File: config.mk
export PLATFORM = sky130hd
export DESIGN_NAME = fetch_stage
export DESIGN_NICKNAME = d
export VERILOG_FILES = /design/src/rtl/fetch_stage.sv
export SDC_FILE = /design/constraint.sdc
export NUM_CORES = 1
export LEC_CHECK = 0
export BUFFER_PORTS_ARGS = -buffer_cell sky130_fd_sc_hd__buf_2
export CAP_MARGIN = 30
export CORE_AREA = 2 2 242 244
export CTS_CLUSTER_DIAMETER = 40
export DETAILED_ROUTE_END_ITERATION = 12
export DIE_AREA = 0 0 244 246
export PLACE_DENSITY = 0.3
export SLEW_MARGIN = 10
export SYNTH_ARGS = -nofsm -noshare
export SYNTH_HDL_FRONTEND = slang
export SYNTH_SLANG_ARGS = --single-unit
File: constraint.sdc
create_clock -name clk -period 3.4 [get_ports clk]
set_input_delay 0.17 -clock clk [delete_from_list [all_inputs] [get_ports clk]]
set_output_delay 0.17 -clock clk [all_outputs]
set_load 0.02 [all_outputs]
File: src/rtl/fetch_stage.sv
// fetch_stage: instruction-fetch front end of the Sephirot VLIW core.
//
// Holds the bundle program counter, reads 256-bit bundles (four 64-bit eBPF
// syllables) from instruction memory, and presents one syllable per lane
// with its src/dst register fields already extracted. It also sequences
// program start and exit, applies branch redirects, and drives the lanes'
// pc_idle and decode_flush.
//
// Ports:
//   clk, reset           core clock, synchronous active-high reset
//   start, start_addr    begin a program at start_addr (accepted in IDLE only)
//   branch_taken/target  taken-branch redirect from a lane
//   exit_taken           a lane executed EXIT (wins over branch_taken)
//   imem_addr/rd_en      instruction-memory read port
//   imem_data            bundle, valid one cycle after an enabled read
//   syllable_0..3        per-lane syllable, 64'b0 (NOP) when no valid bundle
//   add_src_0..3         syllable_i[15:12]
//   add_dst_0..3         syllable_i[11:8]
//   pc_idle              no program running
//   decode_flush         lanes clear decode registers at the next edge
//   program_done         one-cycle pulse after exit
//   pc_out               current PC (trace)
//   fsm_state            current FSM state (debug): 0 IDLE, 1 RUN, 2 DONE
//
// Handshake: there is no backpressure. An enabled read at cycle t returns
// its bundle on imem_data at cycle t+1; bundle_valid marks whether that
// returned bundle belongs on the correct path and is shown to the lanes.
module fetch_stage #(
  parameter int PC_WIDTH = 16
) (
  input  logic                clk,
  input  logic                reset,
  input  logic                start,
  input  logic [PC_WIDTH-1:0] start_addr,
  input  logic                branch_taken,
  input  logic [PC_WIDTH-1:0] branch_target,
  input  logic                exit_taken,
  output logic [PC_WIDTH-1:0] imem_addr,
  output logic                imem_rd_en,
  input  logic [255:0]        imem_data,
  output logic [63:0]         syllable_0,
  output logic [63:0]         syllable_1,
  output logic [63:0]         syllable_2,
  output logic [63:0]         syllable_3,
  output logic [3:0]          add_src_0,
  output logic [3:0]          add_src_1,
  output logic [3:0]          add_src_2,
  output logic [3:0]          add_src_3,
  output logic [3:0]          add_dst_0,
  output logic [3:0]          add_dst_1,
  output logic [3:0]          add_dst_2,
  output logic [3:0]          add_dst_3,
  output logic                pc_idle,
  output logic                decode_flush,
  output logic                program_done,
  output logic [PC_WIDTH-1:0] pc_out,
  output logic [1:0]          fsm_state
);

  typedef enum logic [1:0] {
    IDLE = 2'd0,
    RUN  = 2'd1,
    DONE = 2'd2
  } state_t;

  state_t              state, state_nxt;
  logic [PC_WIDTH-1:0] pc, pc_nxt;
  logic                bundle_valid, bundle_valid_nxt;

  always_ff @(posedge clk) begin
    if (reset) begin
      state        <= IDLE;
      pc           <= '0;
      bundle_valid <= 1'b0;
    end else begin
      state        <= state_nxt;
      pc           <= pc_nxt;
      bundle_valid <= bundle_valid_nxt;
    end
  end

  always_comb begin
    state_nxt        = state;
    pc_nxt           = pc;
    bundle_valid_nxt = 1'b0;
    imem_rd_en       = 1'b0;
    pc_idle          = 1'b1;
    decode_flush     = 1'b0;
    program_done     = 1'b0;
    case (state)
      IDLE: begin
        if (start) begin
          pc_nxt    = start_addr;
          state_nxt = RUN;
        end
      end
      RUN: begin
        pc_idle    = 1'b0;
        imem_rd_en = 1'b1;
        if (exit_taken) begin
          // Exit wins over a same-cycle branch; PC is frozen for trace.
          decode_flush = 1'b1;
          state_nxt    = DONE;
        end else if (branch_taken) begin
          // The bundle read this cycle is wrong-path: leave bundle_valid
          // low so it shows as a NOP, then fetch the target.
          decode_flush = 1'b1;
          pc_nxt       = branch_target;
        end else begin
          pc_nxt           = pc + PC_WIDTH'(1);
          bundle_valid_nxt = 1'b1;
        end
      end
      DONE: begin
        program_done = 1'b1;
        state_nxt    = IDLE;
      end
      default: begin
        state_nxt = IDLE;
      end
    endcase
  end

  assign imem_addr = pc;
  assign pc_out    = pc;
  assign fsm_state = state;

  assign syllable_0 = bundle_valid ? imem_data[63:0]    : 64'b0;
  assign syllable_1 = bundle_valid ? imem_data[127:64]  : 64'b0;
  assign syllable_2 = bundle_valid ? imem_data[191:128] : 64'b0;
  assign syllable_3 = bundle_valid ? imem_data[255:192] : 64'b0;

  // Register addresses come straight off the syllable so the register file
  // is read in the same cycle the lane samples the syllable.
  assign add_src_0 = syllable_0[15:12];
  assign add_src_1 = syllable_1[15:12];
  assign add_src_2 = syllable_2[15:12];
  assign add_src_3 = syllable_3[15:12];
  assign add_dst_0 = syllable_0[11:8];
  assign add_dst_1 = syllable_1[11:8];
  assign add_dst_2 = syllable_2[11:8];
  assign add_dst_3 = syllable_3[11:8];

endmodule
==> metrics.cfg, run 1 <==
[timing]
hold_violations=0
worst_pin_slew_ns=0.698
drv_slew=0
final.setup.tns_ns=0
maxSlewHeadroom_pct=53.5
timing.fmax_mhz=422
skew_ns=0.00189
period_share_pct=69.6
period_needed_ns=2.37
setup_viol=0
rsz0062_at_grt=false

[yosys]
syn_avg_cell_area_um2=6.60
synth_edf_count=0
synth.largest_area_cell=and2_1
netlist_instances=522
synth_flop_cell=dfxtp_1
yosysSeqAreaShare_pct=11.0
ys_async_sr_fraction_pct=0
yosysUniqueCellTypes=41
ys_warn_count=0
ys_ff_latch=19
syn_nets=816
yosys.area.top_type_share_pct=46.5
syn_area_um2=3450
synth_area_leaders=and2_1 46%, dfxtp_1 11%, buf_4 11%

[clocking]
cts_buffers=3
cts_setup_buffers=0
cts-resized-gates=0
path_clk_slew_ns=0.06
clockRootBuffer=clkbuf_16
clk_latency_ns=0.26
postCtsHoldBufs=0
htreeDepth=1
cts_buffer_depth=2
cts_tree=yes
cts.sinks=19

[floorplanning]
start_util_pct=6.01
core-area_um2=57400
rows=88
pin_count=619
fp.dieW_um=244
die_area_um2=60000
die_y_um=246

[route]
routed_wl_um=34600
wl_per_cell_um=19.0
drtIter0Drc=213
drc=0
num_vias=5526
via_per_inst=3.03
antenna_left=0
firstDrtPassIters=4

[finish]
final_cell_mix=618 x buf_2, 256 x and2_1, 20 x nand2_1
layout-drive-gt1-share_pct=60.4
fill_cells=6802
nets=1354
area_delta_synth_final_pct=106
antenna_cells=0
final_core_util_pct=12.4
layout_commonest_cell=buf_2

[global_routing]
antenna_found_initial=18
grt.overflow.total=0
grt_pass1_wl_um=44000
grt_usage_pct=10.5
grt_max_degree=127
grt_pass1_vias=5225

[pwr]
vdd_ir_drop_max_mv=0.169
power.density_nw_per_um2=152
power.leakage_uw=0.00422

[setup_path]
crit_required_ns=3.23
cpPeakStageDelay_ns=0.76
cp-end-kind=output pin
critPathTopFamily=flip-flops
worstSetupPathType=flip-flop to output pin
path_cells=nand2b_1 -> inv_1 -> buf_2
cp-start-kind=flip-flop
worst_path_max_delay_cell=dfxtp_1
cp.arrival_ns=2.20
crit_buf_inv=2
critical_path.max_fanout=17

[min_path]
hold_path.class=input pin to flip-flop

[status]
status=finished, final reports clean

[flow_run]
maxCapViolCount=0

[placement]
routabilityCongestion=0.862
portBuffers=618
dpl.hpwl_um=31000

[layer usage]
layer	vias to the layer above	wire length (um)	GRT usage, %
li1	2680	-	-
met1	2500	13900	12.5
met2	286	17400	19.1
met3	38	2710	3.13
met4	22	354	1.02
met5	-	150	0
[sequential cells by signal, indices dropped and copies added, names as in the netlist]
signal / count
imem_addr: 16
bundle_valid: 1
fsm_state: 2
[metrics by stage]
stage	hold WS, ns	area (um2)	power (uW)	std cells	setup WS (ns)
floorplan	0.249	3450	552	522	1.65
global placement	0.410	7010	841	1820	1.20
detailed placement	0.396	7010	840	1820	1.12
CTS	0.124	7090	1100	1824	1.04
global route	0.142	7090	1160	1824	0.755
finish	0.126	7090	1080	1824	1.03
[worst paths after layout]
path | cells after the start | end | start | slack (ns)
max | 3 | imem_rd_en | fsm_state[0]$_SDFFE_PP0P_ | 1.03
min | 2 | bundle_valid$_SDFF_PP0_ | exit_taken | 0.13
max reg2reg | 6 | imem_addr[15]$_SDFFE_PP0P_ | fsm_state[0]$_SDFFE_PP0P_ | 1.08
min reg2reg | 2 | imem_addr[4]$_SDFFE_PP0P_ | imem_addr[4]$_SDFFE_PP0P_ | 0.58
[synth_stat cells, drive strengths merged, types with 6 or more instances]
cell,instances
a21oi,15
and2,256
buf,58
clkbuf,30
dfxtp,19
inv,11
nand2,20
nand2b,10
nand3,6
nor2,21
nor2b,9
nor3,8
o21ai,17
[report_power, final]
part           internal [uW]  total (uW)  leakage [uW]  switching, uW
logic                    232         530       0.00402            299
registers                243         292      0.000158           48.7
clock network            158         258     0.0000409           99.2
total                    633        1080       0.00422            447
[cell families after synthesis]
logic type	count (synthesis)	synth area share (%)
multiplexers	4	1.16
adder cells (fa/ha/maj)	1	0.363
flip-flops	19	11.0
AO/OA/AOI/OAI	50	9.66
AND/OR/NAND/NOR	343	59.7
buffers and inverters	99	16.5
XOR/XNOR	6	1.52
[worst reg2reg max path: stages (launching register included)]
cell	delay (ns)
dfxtp_1	0.76
nand2b_1	0.43
inv_1	0.49
a21oi_1	0.13
a21oi_1	0.17
o31ai_1	0.09
nor3b_1	0.18
[area by class of cell]
class	instances	area, um2	area share, %
Sequential cell	19	384	5.42
Clock buffer	3	75.1	1.06
Clock inverter	1	5.00	0.0706
Multi-Input combinational cell	404	2500	35.3
Inverter	11	41.3	0.582
Timing Repair Buffer	621	3130	44.1
Tap cell	765	957	13.5
(Power assumes the default switching activity.)
==> inputs of run 2 (changes only) <==
==> constraint.sdc (replaced) <==
create_clock -name clk -period 1.97 [get_ports clk]
set_input_delay 0.0985 -clock clk [delete_from_list [all_inputs] [get_ports clk]]
set_output_delay 0.0985 -clock clk [all_outputs]
set_load 0.02 [all_outputs]
==> run 2 against run 1 <==
Count of clock-buffer cells in the layout grew 1. First-iteration DRC count decreased by 7.0%. Critical path depth up 3. Sequential power grew 66%. Final cell count increased by 0.55%. Wire length hardly changed. Die area unchanged. Setup slack lost 0.83 ns. Combinational power is 79% higher. Design area up 1.4%. Sequential share of layout area shrank 0.073 points. Critical endpoint is now imem_addr[6]$_SDFFE_PP0P_.
==> metrics.cfg, run 2 (same netlist as run 1, synthesis figures left out) <==
[finish]
nets=1361
largest_register_ff_count=16
layout-drive-gt1-share_pct=60.6
layout_commonest_cell=buf_2
fill_cells=6795
instances_no_fill=1834
final_cell_mix=618 x buf_2, 256 x and2_1, 20 x nand2_1
area_delta_synth_final_pct=109

[route]
wl_per_cell_um=18.8
num_vias=5531
routed_wl_um=34600
drc=0
firstDrtPassIters=4
antenna_left=0
drtIter0Drc=198
via_per_inst=3.02

[global_routing]
grt_pass1_wl_um=44200
grt.overflow.total=0
grt_max_degree=114
antenna_found_initial=22
grt_usage_pct=10.5
grt_pass1_vias=5268

[timing]
final.setup.tns_ns=0
worst_pin_slew_ns=0.623
rsz0062_at_grt=false
maxSlewHeadroom_pct=58.4
timing.fmax_mhz=565
drv_slew=0
skew_ns=0.00227
setup_viol=0
hold_violations=0
period_needed_ns=1.77
period_share_pct=89.8

[clocking]
path_clk_slew_ns=0.06
clk_latency_ns=0.26
cts-resized-gates=0
htreeDepth=1
cts_tree=yes
cts_setup_buffers=0
postCtsHoldBufs=0
cts_buffers=3
cts.sinks=19
cts_buffer_depth=2
clockRootBuffer=clkbuf_16

[pwr]
power.leakage_uw=0.00426
power.density_nw_per_um2=261
vdd_ir_drop_max_mv=0.288

[floorplanning]
rows=88
start_util_pct=6.01
core-area_um2=57400
pin_count=619
fp.dieW_um=244
die_y_um=246
die_area_um2=60000

[setup_path]
reg2reg_slack_ns=0.20
cp-end-kind=flip-flop
regToRegStartpoint=imem_addr[0]$_SDFFE_PP0P_
worstSetupPathType=flip-flop to flip-flop
cp-start-kind=flip-flop
crit_required_ns=2.14
r2r-end=imem_addr[6]$_SDFFE_PP0P_
cp.arrival_ns=1.94
critical_path.max_fanout=7
r2r_cells=6

[min_path]
worstHoldStart=exit_taken
hold_path.class=input pin to flip-flop
holdPathEnd=bundle_valid$_SDFF_PP0_
holdPathStages=2

[placement]
portBuffers=618
dpl.hpwl_um=31200
dp.cells=1827
routabilityCongestion=0.829

[status]
status=finished, final reports clean

[flow_run]
maxCapViolCount=0

## run 2: worst max-delay path by stage
| stage | startpoint | end | slack, ns | cells past startpoint |
|---|---|---|---|---|
| floorplan | imem_addr[0]$_SDFFE_PP0P_ | imem_addr[14]$_SDFFE_PP0P_ | 0.22 | 6 |
| global placement | imem_addr[0]$_SDFFE_PP0P_ | imem_addr[8]$_SDFFE_PP0P_ | 0.20 | 6 |
| detailed placement | imem_addr[0]$_SDFFE_PP0P_ | imem_addr[14]$_SDFFE_PP0P_ | 0.19 | 6 |
| CTS | imem_addr[0]$_SDFFE_PP0P_ | imem_addr[8]$_SDFFE_PP0P_ | 0.17 | 6 |
| global route | imem_addr[0]$_SDFFE_PP0P_ | imem_addr[6]$_SDFFE_PP0P_ | 0.06 | 6 |
| finish | imem_addr[0]$_SDFFE_PP0P_ | imem_addr[6]$_SDFFE_PP0P_ | 0.20 | 6 |
## run 2: through the flow
step / hold slack, ns / power [uW] / instance area [um2] / worst slack, ns / utilization [%]
2_1_floorplan: 0.177 / 953 / 3450 / 0.224 / -
3_3_place_gp: 0.341 / 1470 / 7100 / 0.195 / 12.4
3_5_place_dp: 0.335 / 1460 / 7100 / 0.191 / 12.4
4_1_cts: 0.0612 / 1920 / 7180 / 0.175 / 12.5
5_1_grt: 0.0816 / 1990 / 7180 / 0.0639 / 12.5
6_report: 0.0621 / 1880 / 7190 / 0.201 / 12.5
## run 2: area by class of cell
type / count / area (um2) / area share [%]
diodes: 3 / 7.51 / 0.104
well taps: 765 / 957 / 13.3
flip-flops and latches: 19 / 384 / 5.34
inverters: 11 / 41.3 / 0.574
multi-input cells: 404 / 2500 / 34.8
clock buffers: 4 / 78.8 / 1.10
repair buffers: 628 / 3220 / 44.8
## run 2: power by group
part	leakage, uW	switching, uW	total [uW]	internal [uW]
registers	0.000158	66.1	486	420
clock network	0.0000382	165	441	276
logic	0.00407	531	950	418
## run 2: per-layer routing
metal  global-route usage (%)  wire length (um)  vias up  share of wire, %
li1                         -                 -     2693                 -
met1                     11.8             13300     2474                38
met2                     18.7             17100      281                49
met3                     4.41              3470       55                10
met4                     1.79               619       28               1.8
met5                        0               172        -              0.50
## run 2: worst max-delay path: stages (launching register included)
cell and delay (ns):
dfxtp_1 0.45, ha_1 0.24, nand3_2 0.11, or3_1 0.34, xnor2_1 0.16, o21ai_0 0.12
a311oi_2 0.26
==> inputs of run 3 (changes only) <==
==> constraint.sdc (replaced) <==
create_clock -name clk -period 1.97 [get_ports clk]
set_input_delay 0.197 -clock clk [delete_from_list [all_inputs] [get_ports clk]]
set_output_delay 0.197 -clock clk [all_outputs]
set_load 0.02 [all_outputs]
==> run 3 against run 2 <==
Sequential share of layout area barely moved. Critical endpoint is now imem_addr[8]$_SDFFE_PP0P_. Global-route usage rose by 0.19 points. Utilization barely moved. Largest power group unchanged. Wire length rose by 0.85%. Die area did not move. Non-clock buffer count rose by 3. Worst hold slack improved by 0.096 ns. Combinational power rose by 1%. Clock skew rose by 0.0033 ns. Critical path depth did not move.
==> metrics.cfg, run 3 (same netlist as run 1, synthesis figures left out) <==
[timing]
period_needed_ns=1.74
period_share_pct=88.2
skew_ns=0.00557
timing.fmax_mhz=575
rsz0062_at_grt=false
hold_violations=0
final.setup.tns_ns=0
drv_slew=0
maxSlewHeadroom_pct=61.4
setup_viol=0
worst_pin_slew_ns=0.578
holdWs_ns=0.158
fin_ws_ns=0.232

[finish]
largest_register_ff_count=16
nets=1364
final_cell_mix=618 x buf_2, 256 x and2_1, 20 x nand2_1
layout_commonest_cell=buf_2
multiInputGateArea_um2=2500
area_delta_synth_final_pct=109
regArea_um2=384
fin_area_um2=7210
fill_cells=6791
layout-drive-gt1-share_pct=60.8

[placement]
dpl.hpwl_um=31400
placed_area_um2=7120
place_ws_ns=0.229
portBuffers=618
routabilityCongestion=0.825

[global_routing]
grt_pass1_wl_um=45100
busiest_layer=met2
met3_usage_pct=3.57
met2_usage_pct=18.8
grt.overflow.total=0
antenna_found_initial=21
grt_pass1_vias=5472
grt_use_met1_pct=12.5
grt_max_degree=104
grt_usage_pct=10.7

[clocking]
cts.sinks=19
postCtsHoldBufs=0
cts-resized-gates=0
cts_tree=yes
clk_latency_ns=0.26
cts_setup_buffers=0
cts_buffers=3
path_clk_slew_ns=0.07
clockRootBuffer=clkbuf_16
htreeDepth=1
cts_buffer_depth=2

[floorplanning]
die_area_um2=60000
pin_count=619
fp.dieW_um=244
die_y_um=246
rows=88
start_util_pct=6.01
core-area_um2=57400

[setup_path]
cpPeakStageDelay_ns=0.41
critical_path.max_fanout=6
cp-end-kind=flip-flop
path_cells=ha_1 -> nand3_2 -> or3_4 -> xnor2_1 -> o21ai_1 -> a311oi_2
worstSetupPathType=flip-flop to flip-flop
r2r_cells=6
crit_required_ns=2.15
worst_path_max_delay_cell=dfxtp_1
cp-start-kind=flip-flop
cp.arrival_ns=1.92

[route]
via_per_inst=3.04
routed_wl_um=34900
drc=0
drtIter0Drc=212
antenna_left=0
firstDrtPassIters=4
wl_per_cell_um=19.0
num_vias=5580

[pwr]
power.leakage_uw=0.00428
vdd_ir_drop_max_mv=0.279
power_uw=1900
power.density_nw_per_um2=264

[min_path]
holdPathStages=2
hold_path.class=input pin to flip-flop

[status]
status=finished, final reports clean

[flow_run]
maxCapViolCount=0

[run 3: cell count changes in the layout (fill, tap and decap cells not counted)]
cell / previous run / this run
clkbuf_1: 1 / 0
buf_4: 6 / 9
clkinv_2: 0 / 1
[run 3: final timing paths]
| path | startpoint | endpoint | slack [ns] |
|---|---|---|---|
| hold / removal | exit_taken | bundle_valid$_SDFF_PP0_ | 0.16 |
| setup / recovery | imem_addr[1]$_SDFFE_PP0P_ | imem_addr[8]$_SDFFE_PP0P_ | 0.23 |
| hold reg to reg | imem_addr[4]$_SDFFE_PP0P_ | imem_addr[4]$_SDFFE_PP0P_ | 0.56 |
| setup reg to reg | imem_addr[1]$_SDFFE_PP0P_ | imem_addr[8]$_SDFFE_PP0P_ | 0.23 |
[run 3: cell type report]
cell class,count,area share (%)
multi-input cells,404,34.7
clock buffers,3,1.04
well taps,765,13.3
inverters,11,0.573
diodes,3,0.104
flip-flops and latches,19,5.33
clock inverters,1,0.0694
repair buffers,631,44.9
[run 3: through the flow]
step | util (%) | std cells
CTS | 12.6 | 1834
finish | 12.6 | 1837
global placement | 12.4 | 1830
floorplan | - | 522
global route | 12.6 | 1835
detailed placement | 12.4 | 1830
[run 3: worst max-delay path, delay by kind of cell, from the launching register on]
kind,cells,cell delay (ns)
flip-flops,1,0.41
AO/OA/AOI/OAI,2,0.34
adder cells (fa/ha/maj),1,0.23
AND/OR/NAND/NOR,2,0.51
XOR/XNOR,1,0.16
[run 3: routing by layer]
layer	routed length, um	part of all wire, %
met4	908	2.6
met1	13900	40
met3	3080	8.8
met2	16800	48
met5	107	0.31
[run 3: report_power, final]
group	switching [uW]	total, uW	internal [uW]
combinational	537	961	424
sequential	61.6	481	420
clock	188	463	274
total	787	1900	1120
